**config.mk**
```make
export PLATFORM = sky130hd
export DESIGN_NAME = player_motion
export DESIGN_NICKNAME = d
export VERILOG_FILES = /design/src/rtl/player_motion.sv
export SDC_FILE = /design/constraint.sdc
export NUM_CORES = 1
export LEC_CHECK = 0
export CORE_MARGIN = 3
export CORE_UTILIZATION = 53
export CTS_CLUSTER_SIZE = 8
export DETAILED_ROUTE_END_ITERATION = 8
export HOLD_SLACK_MARGIN = 0.05
export PLACE_DENSITY = 0.78
export SLEW_MARGIN = 20
export SYNTH_ARGS = -nofsm -noshare
export SYNTH_HDL_FRONTEND = slang
export SYNTH_SLANG_ARGS = --single-unit
export TNS_END_PERCENT = 100
```
**constraint.sdc**
```tcl
create_clock -name clk -period 3.39 [get_ports clk]
set_input_delay 0.5085 -clock clk [delete_from_list [all_inputs] [get_ports clk]]
set_output_delay 0.5085 -clock clk [all_outputs]
set_load 0.02 [all_outputs]
```
**src/rtl/player_motion.sv**
```systemverilog
// player_motion: two-player grid motion engine with IDLE/RUN/OVER game flow.
// Both heads step STEP_PX pixels every STEP_TICKS clocks along registered
// headings. A reversal request is ignored. Border and head-on collisions end
// the game and report a winner.
// Optional build macro MOTION_WRAP_EN: heads wrap around the screen edges
// instead of crashing, so only a head-on collision ends the game.

package game_pkg;
  typedef enum logic [2:0] {
    WAIT  = 3'd0,
    RIGHT = 3'd1,
    DOWN  = 3'd2,
    LEFT  = 3'd3,
    UP    = 3'd4
  } direction_t;
endpackage

module player_motion #(
  parameter int STEP_TICKS = 8_125_000,
  parameter int STEP_PX    = 4,
  parameter int X_MAX      = 1023,
  parameter int Y_MAX      = 767,
  parameter int X1_START   = 256,
  parameter int Y1_START   = 384,
  parameter int X2_START   = 767,
  parameter int Y2_START   = 384
) (
  input  logic                 clk,
  input  logic                 rst,
  input  game_pkg::direction_t direction_1,
  input  game_pkg::direction_t direction_2,
  input  logic                 restart,
  output logic [10:0]          x1,
  output logic [9:0]           y1,
  output logic [10:0]          x2,
  output logic [9:0]           y2,
  output logic                 step_strobe,
  output logic                 running,
  output logic                 game_over,
  output logic [1:0]           winner
);
  import game_pkg::*;

  localparam int TW = (STEP_TICKS > 1) ? $clog2(STEP_TICKS) : 1;
  localparam logic [TW-1:0] TICK_LAST = TW'(STEP_TICKS - 1);
  localparam logic [11:0] STEP_W = 12'(STEP_PX);
  localparam logic [11:0] X_LIM  = 12'(X_MAX);
  localparam logic [11:0] Y_LIM  = 12'(Y_MAX);

  typedef enum logic [1:0] {IDLE, RUN, OVER} state_t;

  // Result of one candidate step for a single player.
  typedef struct packed {
    direction_t  heading;
    logic [10:0] x;
    logic [9:0]  y;
    logic        crash;
  } move_t;

  // True when req points exactly against the current (moving) heading.
  function automatic logic is_reversal(direction_t req, direction_t cur);
    logic rev;
    rev = 1'b0;
    case (cur)
      RIGHT:   rev = (req == LEFT);
      LEFT:    rev = (req == RIGHT);
      DOWN:    rev = (req == UP);
      UP:      rev = (req == DOWN);
      default: rev = 1'b0;
    endcase
    return rev;
  endfunction

  // Computes the heading and position a player would take at the next update.
  // A crashing player keeps its position.
  function automatic move_t plan_move(direction_t req, direction_t cur,
                                      logic [10:0] x, logic [9:0] y);
    move_t       m;
    logic [11:0] xw;
    logic [11:0] yw;
    xw = {1'b0, x};
    yw = {2'b00, y};
    m.heading = is_reversal(req, cur) ? cur : req;
    m.x       = x;
    m.y       = y;
    m.crash   = 1'b0;
    case (m.heading)
      RIGHT: begin
        if (xw + STEP_W > X_LIM) begin
`ifdef MOTION_WRAP_EN
          m.x = 11'(xw + STEP_W - (X_LIM + 12'd1));
`else
          m.crash = 1'b1;
`endif
        end else begin
          m.x = 11'(xw + STEP_W);
        end
      end
      LEFT: begin
        if (xw < STEP_W) begin
`ifdef MOTION_WRAP_EN
          m.x = 11'(xw + X_LIM + 12'd1 - STEP_W);
`else
          m.crash = 1'b1;
`endif
        end else begin
          m.x = 11'(xw - STEP_W);
        end
      end
      DOWN: begin
        if (yw + STEP_W > Y_LIM) begin
`ifdef MOTION_WRAP_EN
          m.y = 10'(yw + STEP_W - (Y_LIM + 12'd1));
`else
          m.crash = 1'b1;
`endif
        end else begin
          m.y = 10'(yw + STEP_W);
        end
      end
      UP: begin
        if (yw < STEP_W) begin
`ifdef MOTION_WRAP_EN
          m.y = 10'(yw + Y_LIM + 12'd1 - STEP_W);
`else
          m.crash = 1'b1;
`endif
        end else begin
          m.y = 10'(yw - STEP_W);
        end
      end
      default: ;
    endcase
    return m;
  endfunction

  state_t        state_reg, state_next;
  logic [TW-1:0] tick_reg, tick_next;
  direction_t    heading_reg [2];
  direction_t    heading_next [2];
  logic [10:0]   x_reg [2];
  logic [10:0]   x_next [2];
  logic [9:0]    y_reg [2];
  logic [9:0]    y_next [2];
  logic          strobe_reg, strobe_next;
  logic [1:0]    winner_reg, winner_next;

  direction_t    req [2];
  logic [10:0]   x_start [2];
  logic [9:0]    y_start [2];
  move_t         move [2];
  logic          both_wait, head_on, crash_1, crash_2;

  assign req[0]     = direction_1;
  assign req[1]     = direction_2;
  assign x_start[0] = 11'(X1_START);
  assign x_start[1] = 11'(X2_START);
  assign y_start[0] = 10'(Y1_START);
  assign y_start[1] = 10'(Y2_START);

  genvar gi;
  generate
    for (gi = 0; gi < 2; gi++) begin : g_player
      assign move[gi] = plan_move(req[gi], heading_reg[gi], x_reg[gi], y_reg[gi]);
    end
  endgenerate

  assign both_wait = (direction_1 == WAIT) && (direction_2 == WAIT);
  assign head_on   = (move[0].x == move[1].x) && (move[0].y == move[1].y);
  assign crash_1   = move[0].crash | head_on;
  assign crash_2   = move[1].crash | head_on;

  // Next-state logic: game flow, tick counting and position updates.
  always_comb begin
    state_next   = state_reg;
    tick_next    = tick_reg;
    heading_next = heading_reg;
    x_next       = x_reg;
    y_next       = y_reg;
    strobe_next  = 1'b0;
    winner_next  = winner_reg;
    case (state_reg)
      IDLE: begin
        tick_next       = '0;
        heading_next[0] = WAIT;
        heading_next[1] = WAIT;
        x_next          = x_start;
        y_next          = y_start;
        winner_next     = 2'b00;
        if (!both_wait) state_next = RUN;
      end
      RUN: begin
        if (tick_reg == TICK_LAST) begin
          tick_next = '0;
          if (crash_1 || crash_2) begin
            // A crash outranks a simultaneous both-WAIT request.
            state_next  = OVER;
            strobe_next = 1'b1;
            for (int p = 0; p < 2; p++) begin
              heading_next[p] = move[p].heading;
              x_next[p]       = move[p].x;
              y_next[p]       = move[p].y;
            end
            winner_next = (crash_1 && crash_2) ? 2'b10 :
                          crash_1              ? 2'b11 : 2'b01;
          end else if (both_wait) begin
            state_next      = IDLE;
            heading_next[0] = WAIT;
            heading_next[1] = WAIT;
            x_next          = x_start;
            y_next          = y_start;
          end else begin
            strobe_next = 1'b1;
            for (int p = 0; p < 2; p++) begin
              heading_next[p] = move[p].heading;
              x_next[p]       = move[p].x;
              y_next[p]       = move[p].y;
            end
          end
        end else begin
          tick_next = tick_reg + TW'(1);
          if (both_wait) begin
            state_next      = IDLE;
            tick_next       = '0;
            heading_next[0] = WAIT;
            heading_next[1] = WAIT;
            x_next          = x_start;
            y_next          = y_start;
          end
        end
      end
      OVER: begin
        if (restart) begin
          state_next      = IDLE;
          winner_next     = 2'b00;
          tick_next       = '0;
          heading_next[0] = WAIT;
          heading_next[1] = WAIT;
          x_next          = x_start;
          y_next          = y_start;
        end
      end
      default: state_next = IDLE;
    endcase
  end

  // State register with synchronous reset to the idle start condition.
  always_ff @(posedge clk) begin
    if (rst) begin
      state_reg      <= IDLE;
      tick_reg       <= '0;
      heading_reg[0] <= WAIT;
      heading_reg[1] <= WAIT;
      x_reg          <= x_start;
      y_reg          <= y_start;
      strobe_reg     <= 1'b0;
      winner_reg     <= 2'b00;
    end else begin
      state_reg   <= state_next;
      tick_reg    <= tick_next;
      heading_reg <= heading_next;
      x_reg       <= x_next;
      y_reg       <= y_next;
      strobe_reg  <= strobe_next;
      winner_reg  <= winner_next;
    end
  end

  assign x1          = x_reg[0];
  assign y1          = y_reg[0];
  assign x2          = x_reg[1];
  assign y2          = y_reg[1];
  assign step_strobe = strobe_reg;
  assign running     = (state_reg == RUN);
  assign game_over   = (state_reg == OVER);
  assign winner      = winner_reg;

endmodule

```
== After elaboration in Yosys (flattened, before gate mapping) ==
Cells that the tools add are included.

* Bitwise operators: 4
* Add/subtract/negate cells: 9
* Multiplexer cells: 61
* Magnitude comparators: 8
* Eq/ne operators: 34
* Reductions and logical operators: 13

{| class="wikitable"
|+ Operators with widths
! cell !! count
|-
| $mux 22 || 5
|-
| $mux 20 || 5
|-
| $mux 23 || 3
|-
| $pmux 23 s3 || 1
|-
| $pmux 22 s3 || 1
|-
| $pmux 20 s3 || 1
|-
| $gt 12x10->1 const B || 4
|-
| $mux 11 || 4
|-
| $pmux 11 s2 || 2
|-
| $mux 10 || 4
|-
| $pmux 10 s2 || 2
|-
| $eq 3x2->1 const B || 12
|-
| $mux 6 || 5
|-
| $add 11x3->12 const B || 2
|-
| $add 23x1->23 const B || 1
|-
| $eq 23x23->1 const B || 1
|-
| $add 10x3->11 const B || 2
|-
| $lt 11x3->1 const B || 2
|-
| $sub 11x3->11 const B || 2
|-
| $lt 10x3->1 const B || 2
|-
| $sub 10x3->10 const B || 2
|-
| $eq 3x1->1 const B || 6
|-
| $eq 3x3->1 const B || 6
|-
| $mux 2 || 9
|-
| other kinds (23) || 45
|}

* Input bits: 9
* Bits in registers: 76

== Logic depth before layout (Yosys ltp) ==
* Word-level depth: 13
* Gate-level depth with buffers: 15
* Mapped depth without buffers: 13

== Least setup slack after synthesis ==
No wires, ideal clock.

* Kind: flip-flop to flip-flop
* From: register x_reg, in the netlist x2[2]
* To: register y_reg, in the netlist y2[9]
* Path slack: 25 ps
* Library setup time: 67 ps
* Required time: 3323 ps
* Stages on the path, launching flop included: 15
* Arrival: 3298 ps
* Path buffers: 2
* Cells stage by stage: dfxtp_1 -> ha_1 -> and4_1 -> nand4_1 -> a2111oi_0 -> o21ba_2 -> a211oi_4 -> xnor2_1 -> nor4_1 -> nand4_1 -> nor4_4 -> o21ai_2 -> buf_6 -> buf_6 -> o21ai_2

* Word-level cells in the longest chain between the ends: 11

{| class="wikitable"
|+ Ends and longest elaborated chain
! item !! RTL line !! text
|-
| start, declared || 141 || <nowiki>logic [10:0] x_reg [2];</nowiki>
|-
| start signal, assigned || 254 || <nowiki>x_reg <= x_start;</nowiki>
|-
| start signal, assigned || 262 || <nowiki>x_reg <= x_next;</nowiki>
|-
| $add 11x3->12 || 96 || <nowiki>m.x = 11'(xw + STEP_W);</nowiki>
|-
| $gt 12x10->1 || 89 || <nowiki>if (xw + STEP_W > X_LIM) begin</nowiki>
|-
| $mux 11 || 89 ||
|-
| $pmux 11 s2 || 87 || <nowiki>case (m.heading)</nowiki>
|-
| $eq 11x11->1 || 169 || <nowiki>assign head_on = (move[0].x == move[1].x) && (move[0].y == move[1].y);</nowiki>
|-
| $logic_and 1x1->1 || 169 ||
|-
| $or 1x1->1 (on tied branches) || 170, 171 ||
|-
| $logic_or 1x1->1 (*) || 195 || <nowiki>if (crash_1 || crash_2) begin</nowiki>
|-
| $mux 20 (*) || 195 ||
|-
| $mux 20 (*) || 193 || <nowiki>if (tick_reg == TICK_LAST) begin</nowiki>
|-
| $pmux 20 s3 (*) || 182 || <nowiki>case (state_reg)</nowiki>
|-
| end signal, assigned || 255 || <nowiki>y_reg <= y_start;</nowiki>
|-
| end signal, assigned || 263 || <nowiki>y_reg <= y_next;</nowiki>
|-
| end, declared || 143 || <nowiki>logic [9:0] y_reg [2];</nowiki>
|}

Mark *: on every way between the ends. The rest lies on a longest branch, timed or not.
A chain may end at the register's enable or synchronous reset.

== Worst setup path in the final report ==
* From: register x_reg, in the netlist x2[3]
* To: register state_reg[0]

* Word-level cells in the longest chain between the ends: 11

{| class="wikitable"
|+ Ends and longest elaborated chain
! item !! RTL line !! text
|-
| $add 11x3->12 || 96 ||
|-
| $gt 12x10->1 || 89 ||
|-
| $mux 11 || 89 ||
|-
| $pmux 11 s2 || 87 ||
|-
| $eq 11x11->1 || 169 ||
|-
| $logic_and 1x1->1 || 169 ||
|-
| $or 1x1->1 (on tied branches) || 170, 171 ||
|-
| $logic_or 1x1->1 (*) || 195 ||
|-
| $mux 2 (*) || 195 ||
|-
| $mux 2 (*) || 193 ||
|-
| $pmux 2 s3 (*) || 182 ||
|-
| end signal, assigned || 259 || <nowiki>state_reg <= state_next;</nowiki>
|-
| end, declared || 137 || <nowiki>state_t state_reg, state_next;</nowiki>
|}

Marks and branches as above.

==> summary by stage <==
Outcome
The run finished, with violations left. The checks that failed: negative setup slack.

Detailed routing
The routed wirelength normalized by instance count is about 18 um. For this run, design rule violations remaining after detail routing come to 0. After the first detailed-routing iteration, the DRC count stood at 452. The first-pass iteration count of the detailed router is 5.

The post-detailed-route via-to-cell ratio is between 6 and 7. Summed over all layers, the routed wires come to around 19000 um. The post-route antenna net violation count is 0. The detailed-route via count is 6386.

Floorplan
The area enclosed by the die boundary is between 10000 and 15000 um2. The placeable core area is between 9000 and 10000 um2. The floorplan die height is 108 um. The initial standard-cell utilization of the core is between 50% and 60%. The die is between 100 and 150 um wide. The number of rows in the core area is 36. The number of top-level pins is 56.

Min path
The worst hold path belongs to the class flip-flop to flip-flop.

Setup path
STA classifies the critical path startpoint as a flip-flop. STA puts the critical path data required time at ~3600 ps. The signal on the critical path passes through inv_2 -> ha_4 -> or3b_4 -> buf_4 -> nor4b_4 -> mux2i_1 -> o22a_1 -> xor2_1 -> nor4_2 -> buf_4 -> nand4_1 -> nor4_4 -> buf_4 -> nor3_2 -> o31a_1. The nature of the critical path endpoint is a flip-flop. The delay of the slowest cell on the worst path is ~370 ps. For the worst flop-to-flop path, the logic depth is 15. Data on the critical path arrives at its endpoint at ~3700 ps. The startpoint-to-endpoint class of the critical path is flip-flop to flip-flop. In this run the critical register-to-register path is captured at state_reg[0].

The critical path's most frequent cell is buf_4. Of all nets on the critical path, the largest fanout is 4. Across all register-to-register paths, the minimum setup slack is -70 ps. The cell type of the slowest stage on the worst timing path is or3b_4.

The startpoint of the most critical setup path is x2[3]. The startpoint of the worst register-to-register path is x2[3]. The termination of the worst setup path is state_reg[0].

GRT
The via count of the first global-routing pass is 6258. The first global-routing pass estimated around 30000 um of wire. Entering global routing, the biggest net connects 23 pins. The overflow left after global routing is 0. The layer flagged by global routing as most heavily used is met2.

The number of antenna violations at the first check in global routing is 0. The global-route total usage across every layer is ~32%. The met2 layer usage reported by global route is around 55%. The global-route met3 utilization is approximately 4.6%. The met1 global-route usage is about two fifths.

Finish
Relative to the synthesized area, the layout overhead comes to 42.9%. The filler cells instantiated in the layout total around 690. The register with the most flip-flops in the layout has 23 of them.

The number of nets in the layout is 924. The fraction of final layout cells with drive strength greater than 1 is between 30% and 40%.

STA
The number of setup violations in the final report is 9. Derived from the worst setup path, the maximum achievable clock frequency is 0.289 GHz. Subtracting the final worst setup slack from the clock period gives 3460 ps. Setup repair after global routing could not meet its margin everywhere. The final count of pins violating max slew is 0. For the pin with the worst max-slew slack, the measured transition is between 800 and 900 ps.

The setup clock skew after layout is roughly 14 ps. Dividing the final minimum period by the clock period gives 102%. Hold timing on the final database bottoms out at a slack of just under 500 ps. The final count of hold timing violations is 0. The final setup slack of the worst path is -70.2 ps. In this run the tightest slew margin relative to its limit is 42.9%.

Job
The tool flagged a number of max-cap violations equal to 0.

Synthesis
The number of warnings printed during yosys synthesis is 0. Among all cell types in the netlist, the one instantiated most often is dfxtp_1. The leading area contributor after synthesis is dfxtp_1. Yosys attributes the largest share of cell area to dfxtp_1 (25%), nand2_1 (4.7%), nor2_1 (4.4%). Counting flops with an async set or reset pin after synthesis yields a share of 0%.

Sequential elements use between 20% and 30% of the synthesized area. For this run, the leading register cell type out of synthesis is dfxtp_1. The mean area per synthesized cell is between 7 and 8 um2. The number of cells produced by synthesis is ~730. In the synthesized netlist, the cells that appear most often are dfxtp_1 (69), nand2_1 (68), nor2_1 (64). The mapped cell area is between 5000 and 6000 um2.

The count of cell types in the netlist is between 80 and 90. The number of synthesized register bits is slightly below 70. Of the post-synthesis cell area, the dominant cell type holds roughly a quarter. The number of enable flip-flop cells after synthesis is 0.

Clocking
Clock-pin slew was measured on the worst setup and hold paths at 90 ps. The root buffer cell is clkbuf_8. The H-tree was split into 3 levels. The number of buffers on the longest clock path is 2.

The clock tree from TritonCTS is done. The CTS buffer count is 9. CTS saw 69 sinks.

Clock latency on the worst-skew pair, taken at its later pin, is between 300 and 400 ps. The hold buffer count at CTS is 0.

Power and ir drop
In this run the static leakage power is 0.00306 uW. The worst IR drop on VDD is 219 uV. The power per cell area is around 240 nW/um2.

Place
The number of I/O port buffers is 49. The worst setup slack before clock tree synthesis is -660 ps. The post-detailed-placement half-perimeter wirelength is about 13000 um.

The last weighted congestion value of the routability-driven placer is 0.975.
==> stage by stage <==
step | instance area [um2] | power [uW] | instances | TNS [ps] | utilization [%]
after CTS | 7630 | 1860 | 1041 | -42.5 | 77.0
final | 7820 | 1870 | 1045 | -294 | 78.9
after global routing | 7820 | 1930 | 1044 | -5490 | 78.9
after global placement | 6990 | 1060 | 1005 | -20330 | 70.5
after detailed placement | 6990 | 1060 | 1005 | -21070 | 70.5
after floorplan | 5490 | 966 | 733 | 0 | -
==> placed cells by master, fill, tap and decap left out, types with 13 or more instances in the layout <==
| cell | synthesis | final |
|---|---|---|
| a21oi_1 | 30 | 26 |
| and3_1 | 13 | 13 |
| buf_4 | 8 | 154 |
| clkdlybuf4s50_1 | 0 | 45 |
| dfxtp_1 | 69 | 63 |
| inv_1 | 34 | 31 |
| nand2_1 | 68 | 67 |
| nand3_1 | 27 | 26 |
| nand4_1 | 18 | 18 |
| nor2_1 | 64 | 62 |
| nor3_1 | 32 | 30 |
| o21ai_0 | 37 | 23 |
| o21ai_2 | 3 | 13 |
| xnor2_1 | 21 | 19 |
| xor2_1 | 20 | 20 |
==> layer usage <==
| layer | part of all wire (%) | vias to the layer above | wire (um) |
|---|---|---|---|
| li1 | - | 3028 | - |
| met1 | 43 | 3061 | 8040 |
| met2 | 49 | 263 | 9030 |
| met3 | 5.5 | 34 | 1020 |
| met4 | 2.4 | 0 | 445 |
| met5 | 0 | - | 0 |
==> what timing repair did <==
| item | in CTS | in global routing |
|---|---|---|
| gates cloned | 0 | 0 |
| setup endpoints to repair | 40 | 40 |
| buffers inserted | 22 | 3 |
| pin swaps | 33 | 14 |
| gates resized for setup | 66 | 47 |
| hold endpoints to repair | 0 | 0 |
==> layout make-up <==
class | instances | area (um2) | share of cell area, %
diodes | 1 | 2.50 | 0.0320
clock buffers | 9 | 124 | 1.58
clock inverters | 7 | 105 | 1.34
inverters | 34 | 130 | 1.66
multi-input cells | 576 | 4090 | 52.4
flip-flops and latches | 69 | 1390 | 17.8
well taps | 133 | 166 | 2.13
repair buffers | 216 | 1810 | 23.1
==> critical path: cells and delay by family (launching register included) <==
kind / cells / cell delay, ps
AOI/OAI and AO/OA: 2 / 490
xor gates and xnor gates: 1 / 90
adders and majority gates: 1 / 140
buffers and inverters: 4 / 610
DFF: 1 / 340
muxes: 1 / 210
and+or+nand+nor: 6 / 1470
==> kinds of logic after synthesis <==
family	synth area share, %
xor gates and xnor gates	6.56
other	0.0686
and+or+nand+nor	31.4
AOI/OAI and AO/OA	25.2
buffers and inverters	7.18
DFF	25.3
adders and majority gates	2.06
muxes	2.22
==> power breakdown <==
part	switching [uW]	internal (uW)	total [uW]
clock network	380	426	806
logic	140	114	255
registers	2.34	811	813
==> worst min path at each step <==
stage	from	end	slack, ps	cells past startpoint
after detailed placement	y1[4]	y1[4]	490	2
after global placement	x2[0]	x2[0]	460	1
final	y1[4]	y1[4]	500	2
after CTS	y1[4]	y1[4]	500	2
after global routing	x1[9]	x1[9]	520	2
after floorplan	tick_reg[1]	tick_reg[1]	450	2
(Power assumes the default switching activity.)
